--- src/rtl/pipe_hazard_ctrl.sv ---
// -----------------------------------------------------------------------------
// pipe_hazard_ctrl
//
// Hazard and stall controller for a classic five-stage pipeline
// (IF/ID/EX/MEM/WB). It produces the PC write enable and the enable/flush pair
// of every pipeline register from three hazard sources:
//   * ex_branch_taken   : control hazard, squash the two younger stages
//   * mul/div occupancy : multi-cycle EX, freeze IF..EX and bubble EX/MEM
//   * load_use          : one-cycle interlock for a load feeding ID
// An external hold freezes everything, including the mul/div sequencer.
//
// Priority: hold > ex_branch_taken > mul/div stall > load_use.
// A pipeline register only honours flush while its enable is 1, so every
// bubble is driven as we=1, flush=1.
//
// All state updates on the falling edge of Clk, the same edge the pipeline
// registers use. Rst is asynchronous and active-high; while it is asserted
// every enable and flush is 0.
//
// Parameters
//   MD_CYCLES   total EX occupancy of a mul/div instruction, legal 2..16.
//               The pipeline is stalled for MD_CYCLES-1 cycles.
//
// Configuration macro
//   PIPE_HAZARD_PERF_EN  when defined, stall_cycles / flush_events are live
//                        32-bit wrapping counters; otherwise both ports are
//                        tied to 0 and no counter flops exist.
//
// Ports
//   Clk, Rst                 clock (falling edge active), async reset
//   hold                     external freeze (e.g. memory wait)
//   id_rs, id_rt             source registers of the instruction in ID
//   id_uses_rs, id_uses_rt   source-valid flags
//   ex_mem_read, ex_rt       instruction in EX is a load, and its destination
//   ex_branch_taken          branch/jump resolved taken in EX
//   md_start                 mul/div instruction present in EX
//   pc_we                    PC write enable
//   {ifid,idex,exmem,memwb}_{we,flush}  pipeline register controls
//   md_busy                  mul/div sequencer not idle
//   md_done                  final cycle of a mul/div instruction
//   stall_cycles             cycles with pc_we=0 outside hold
//   flush_events             taken branches outside hold
// -----------------------------------------------------------------------------
module pipe_hazard_ctrl #(
  parameter int MD_CYCLES = 4
) (
  input  logic        Clk,
  input  logic        Rst,
  input  logic        hold,
  input  logic [4:0]  id_rs,
  input  logic [4:0]  id_rt,
  input  logic        id_uses_rs,
  input  logic        id_uses_rt,
  input  logic        ex_mem_read,
  input  logic [4:0]  ex_rt,
  input  logic        ex_branch_taken,
  input  logic        md_start,
  output logic        pc_we,
  output logic        ifid_we,
  output logic        ifid_flush,
  output logic        idex_we,
  output logic        idex_flush,
  output logic        exmem_we,
  output logic        exmem_flush,
  output logic        memwb_we,
  output logic        memwb_flush,
  output logic        md_busy,
  output logic        md_done,
  output logic [31:0] stall_cycles,
  output logic [31:0] flush_events
);

  typedef enum logic {
    MD_IDLE = 1'b0,
    MD_BUSY = 1'b1
  } md_state_e;

  // Counter value loaded on entry to BUSY: the start cycle itself is the
  // first stall cycle, so BUSY covers the remaining MD_CYCLES-1 cycles and
  // the last one (cnt==1) is the release cycle that raises md_done.
  localparam logic [3:0] MD_LOAD = 4'(MD_CYCLES - 1);

  md_state_e  state_q, state_d;
  logic [3:0] cnt_q, cnt_d;

  logic md_stall;
  logic md_last;
  logic load_use;

  // ---------------------------------------------------------------------------
  // Mul/div sequencer: state register
  // ---------------------------------------------------------------------------
  // NOTE: sequential state uses non-blocking assignments so every flop samples
  // the pre-edge values; the next-state logic below uses blocking ones.
  always_ff @(negedge Clk or posedge Rst) begin
    if (Rst) begin
      state_q <= MD_IDLE;
      cnt_q   <= 4'd0;
    end else begin
      state_q <= state_d;
      cnt_q   <= cnt_d;
    end
  end

  // ---------------------------------------------------------------------------
  // Mul/div sequencer: next state and stall request
  // ---------------------------------------------------------------------------
  // NOTE: every signal written here gets a default first so no path can leave
  // it unassigned and infer a latch.
  always_comb begin
    state_d  = state_q;
    cnt_d    = cnt_q;
    md_stall = 1'b0;
    md_last  = 1'b0;

    unique case (state_q)
      MD_IDLE: begin
        // A taken branch squashes the mul/div in EX, so it never starts.
        if (md_start && !ex_branch_taken) begin
          md_stall = 1'b1;
          if (!hold) begin
            state_d = MD_BUSY;
            cnt_d   = MD_LOAD;
          end
        end
      end

      MD_BUSY: begin
        if (cnt_q > 4'd1) begin
          md_stall = 1'b1;
          if (!hold) begin
            cnt_d = cnt_q - 4'd1;
          end
        end else begin
          // Release cycle: md_start still shows the same instruction in EX
          // and must not retrigger the sequencer.
          md_last = 1'b1;
          if (!hold) begin
            state_d = MD_IDLE;
            cnt_d   = 4'd0;
          end
        end
      end

      default: begin
        state_d = MD_IDLE;
        cnt_d   = 4'd0;
      end
    endcase
  end

  assign md_busy = (state_q == MD_BUSY);
  // A frozen release cycle is not the final cycle yet; it completes once
  // hold drops.
  assign md_done = md_last && !hold && !Rst;

  // ---------------------------------------------------------------------------
  // Load-use detection. A load into $0 never creates a dependency.
  // ---------------------------------------------------------------------------
  assign load_use = ex_mem_read && (ex_rt != 5'd0) &&
                    ((id_uses_rs && (id_rs == ex_rt)) ||
                     (id_uses_rt && (id_rt == ex_rt)));

  // ---------------------------------------------------------------------------
  // Pipeline control, strict priority. A load_use masked by an md stall is
  // simply seen again on the release cycle, since the inputs are still there.
  // ---------------------------------------------------------------------------
  always_comb begin
    pc_we       = 1'b1;
    ifid_we     = 1'b1;
    ifid_flush  = 1'b0;
    idex_we     = 1'b1;
    idex_flush  = 1'b0;
    exmem_we    = 1'b1;
    exmem_flush = 1'b0;
    memwb_we    = 1'b1;
    memwb_flush = 1'b0;

    if (Rst || hold) begin
      pc_we    = 1'b0;
      ifid_we  = 1'b0;
      idex_we  = 1'b0;
      exmem_we = 1'b0;
      memwb_we = 1'b0;
    end else if (ex_branch_taken) begin
      // Squash the wrong-path instructions in IF/ID and ID/EX.
      ifid_flush = 1'b1;
      idex_flush = 1'b1;
    end else if (md_stall) begin
      // Freeze IF..EX around the busy mul/div and bubble into MEM.
      pc_we       = 1'b0;
      ifid_we     = 1'b0;
      idex_we     = 1'b0;
      exmem_flush = 1'b1;
    end else if (load_use) begin
      // Hold PC and IF/ID, insert one bubble into EX.
      pc_we      = 1'b0;
      ifid_we    = 1'b0;
      idex_flush = 1'b1;
    end
  end

  // ---------------------------------------------------------------------------
  // Performance counters
  // ---------------------------------------------------------------------------
`ifdef PIPE_HAZARD_PERF_EN
  logic [31:0] stall_cnt_q, stall_cnt_d;
  logic [31:0] flush_cnt_q, flush_cnt_d;

  // Both wrap naturally modulo 2^32.
  always_comb begin
    stall_cnt_d = stall_cnt_q;
    flush_cnt_d = flush_cnt_q;
    if (!hold) begin
      if (!pc_we) begin
        stall_cnt_d = stall_cnt_q + 32'd1;
      end
      if (ex_branch_taken) begin
        flush_cnt_d = flush_cnt_q + 32'd1;
      end
    end
  end

  always_ff @(negedge Clk or posedge Rst) begin
    if (Rst) begin
      stall_cnt_q <= 32'd0;
      flush_cnt_q <= 32'd0;
    end else begin
      stall_cnt_q <= stall_cnt_d;
      flush_cnt_q <= flush_cnt_d;
    end
  end

  assign stall_cycles = stall_cnt_q;
  assign flush_events = flush_cnt_q;
`else
  assign stall_cycles = 32'd0;
  assign flush_events = 32'd0;
`endif

endmodule

--- config.mk ---
export PLATFORM = sky130hd
export DESIGN_NAME = pipe_hazard_ctrl
export DESIGN_NICKNAME = d
export VERILOG_FILES = /design/src/rtl/pipe_hazard_ctrl.sv
export SDC_FILE = /design/constraint.sdc
export NUM_CORES = 1
export LEC_CHECK = 0
export ABC_AREA = 1
export CORE_MARGIN = 8
export CORE_UTILIZATION = 34
export DETAILED_ROUTE_END_ITERATION = 8
export PLACE_DENSITY = 0.87
export SLEW_MARGIN = 30
export SYNTH_ARGS = -nofsm -noshare
export SYNTH_HDL_FRONTEND = slang
export SYNTH_SLANG_ARGS = --single-unit
--- constraint.sdc ---
create_clock -name Clk -period 2.9 [get_ports Clk]
set_input_delay 0.435 -clock Clk [delete_from_list [all_inputs] [get_ports Clk]]
set_output_delay 0.435 -clock Clk [all_outputs]
set_load 0.01 [all_outputs]
==> out/qor.yml <==
cts:
  numCtsBuffers: 3
  clk_pin_slew_ns: 0.03
  cts_tree: "built"
  root_buffer: "clkbuf_4"
  htreeDepth: 1
  clock_sink_count: 5
  clk_latency_ns: 0.25
  cts_buffer_depth: 2
outcome:
  violations: "setup timing"
  status: "finished, violations left"
synth:
  synthSimpleGateAreaFrac: 0.245
  synth_top_cell_area_share: 0.462
  synth_top_area_cell: "buf_4"
  synthAdderAreaFrac: 0.0230
  synth_top_family_by_area: "buffers and inverters"
  synth_compound_area_frac: 0.0460
  synthCells: 173
  synth_xor_area_frac: 0.0161
  ys_ff_latch: 5
  ys_seq_area_frac: 0.115
  ys_types: 20
  ys_top_cells_by_area: "buf_4, nand2_1, dfrtn_1"
  synth.avg_cell_area_um2: 6.29
  ys.warnings.count: 0
  muxShareOfSynthArea: 0
  netlist_area_mm2: 0.00109
final_layout:
  antenna-diode-count: 0
  layout_commonest_cell: "conb_1"
  syn_to_final_growth_pct: 29.5
  fin_nets: 251
  fin_util: 0.462
  final_cell_mix: "conb_1, nand2_1, clkdlybuf4s50_1"
  drive_gt1_frac: 0.253
global_route:
  grt_max_degree: 6
  grt_overflow: 0
  grt_pass1_wl_mm: 4.02
  groute.usage.overall: 0.0957
  antenna_found_initial: 0
  first_global_vias: 957
setup_path:
  critPathRequiredTime_ns: 2.47
  reg2regPathDepth: 9
  critPathBufInv: 5
  critPathTopFamily: "flip-flops"
  cp_data_arrival_time_ns: 3.03
  cp_cell_sequence: "inv_2, ha_4, o21ai_4, nor2_4, inv_2, nand3_2, nand2_2, inv_2, nand2_2, inv_2, buf_6"
  crit_path_max_fanout: 2
  cpMostUsedCell: "inv_2"
  startpoint_type: "flip-flop"
  worstSetupPathType: "flip-flop to primary output"
  cp-end-kind: "primary output"
  r2r_start: "cnt_q[0]"
  max_stage_delay_ns: 0.44
  r2r-end: "cnt_q[0]"
  reg2reg_slack_ns: 1.52
  crit_path_top_delay_cell: "dfrtn_1"
timing:
  holdWs_ns: 0.579
  hold_viol: 0
  fin_ws_ns: -0.561
  setup_viol: 6
  rsz0062_at_grt: "yes"
  fin_worst_skew_ns: 0.00121
  report.final.slew_viol_count: 0
placement:
  place.gp.congestion: 0.784
  numPortBuffers: 32
  dp_hpwl_mm: 2.44
route:
  drtPass1Iterations: 4
  drtAntennaViolNets: 0
  drc: 0
  dr.first_iter.drc_count: 23
  wl_mm: 2.72
  vias: 976
  avgRoutedWirePerCell_um: 10.1
  vias_per_cell: 3.63
min_path:
  min_from: "cnt_q[3]"
  hold_path.class: "flip-flop to flip-flop"
  whs_path_depth: 3
  hold_end: "cnt_q[3]"
pwr:
  peakVddDrop_mv: 0.407
  leakagePower_uw: 0.000828
  pwr_density_cell_mw_per_mm2: 581
  report.power.total_uw: 820
floorplan:
  core_area_mm2: 0.00305
  dieArea_mm2: 0.00527
  start_util: 0.357
  dieHeight_um: 72.6
  row_count: 20
  ios: 98
  die_x_um: 72.6
run:
  maxCapViolations: 0
## through the flow
stage	TNS, ns	setup WS, ns	instances	instance area (µm²)
final	-3.00	-0.561	269	1410
after global routing	-3.58	-0.663	269	1410
after CTS	-3.18	-0.578	268	1370
after detailed placement	-4.61	-0.681	261	1330
after global placement	-4.48	-0.660	261	1330
after floorplan	-0.890	-0.332	237	1340
## layer usage
layer / global-route usage / wire, µm / vias up
met5: 0 / 0 / -
met4: 0.0289 / 47 / 0
met3: 0.0412 / 333 / 4
met2: 0.175 / 1330 / 65
met1: 0.0948 / 1000 / 416
li1: - / - / 491
## final cells by class
| type | count | area (µm²) |
|---|---|---|
| Fill cell | 332 | 1640 |
| Multi-Input combinational cell | 139 | 649 |
| Timing Repair Buffer | 51 | 454 |
| Sequential cell | 5 | 125 |
| Inverter | 26 | 100 |
| Tap cell | 44 | 55.1 |
| Clock buffer | 4 | 26.3 |
## tightest hold or removal path, stage by stage (launching register included)
cell and delay [ns]:
dfrtn_1 0.43, buf_4 0.13, nand2_1 0.04, o21ai_1 0.06
## registers in the layout (all words and copies together), names as in the netlist
| signal | count |
|---|---|
| md_busy | 1 |
| cnt_q | 4 |
## where the power goes
group / switching [µW] / internal [µW] / leakage (µW)
registers: 25.4 / 106 / 0.0000631
logic: 295 / 315 / 0.000750
clock network: 26.1 / 51.9 / 0.0000150
## cell usage after synthesis (all sizes together)
cell / n
a21oi: 1
buf: 67
clkinv: 1
conb: 1
dfrtn: 5
ha: 2
inv: 25
nand2: 38
nand3: 6
nand4: 2
nor2: 15
o21ai: 7
o22ai: 1
xor2: 2
## timing repair
action / CTS / global route
buffers inserted: 3 / 2
pin swaps: 3 / 4
endpoints found under the setup margin: 7 / 9
gates resized for setup: 34 / 7
gates cloned: 0 / 0
hold buffers: 0 / 0
## logic make-up after synthesis
family,after synthesis
AO/OA/AOI/OAI,9
XOR/XNOR,2
other,1
buffers and inverters,93
AND/OR/NAND/NOR,61
adder cells (fa/ha/maj),2
flip-flops,5
## worst max-delay path by stage
stage | start | end | slack (ns) | depth (start not counted)
6_report | cnt_q[0] | ifid_we | -0.56 | 11
5_1_grt | cnt_q[0] | pc_we | -0.66 | 11
4_1_cts | cnt_q[1] | ifid_we | -0.58 | 11
3_5_place_dp | cnt_q[1] | ifid_we | -0.68 | 11
3_3_place_gp | cnt_q[1] | pc_we | -0.66 | 11
2_1_floorplan | cnt_q[1] | pc_we | -0.33 | 11
Power figures use the tool's default switching activity.
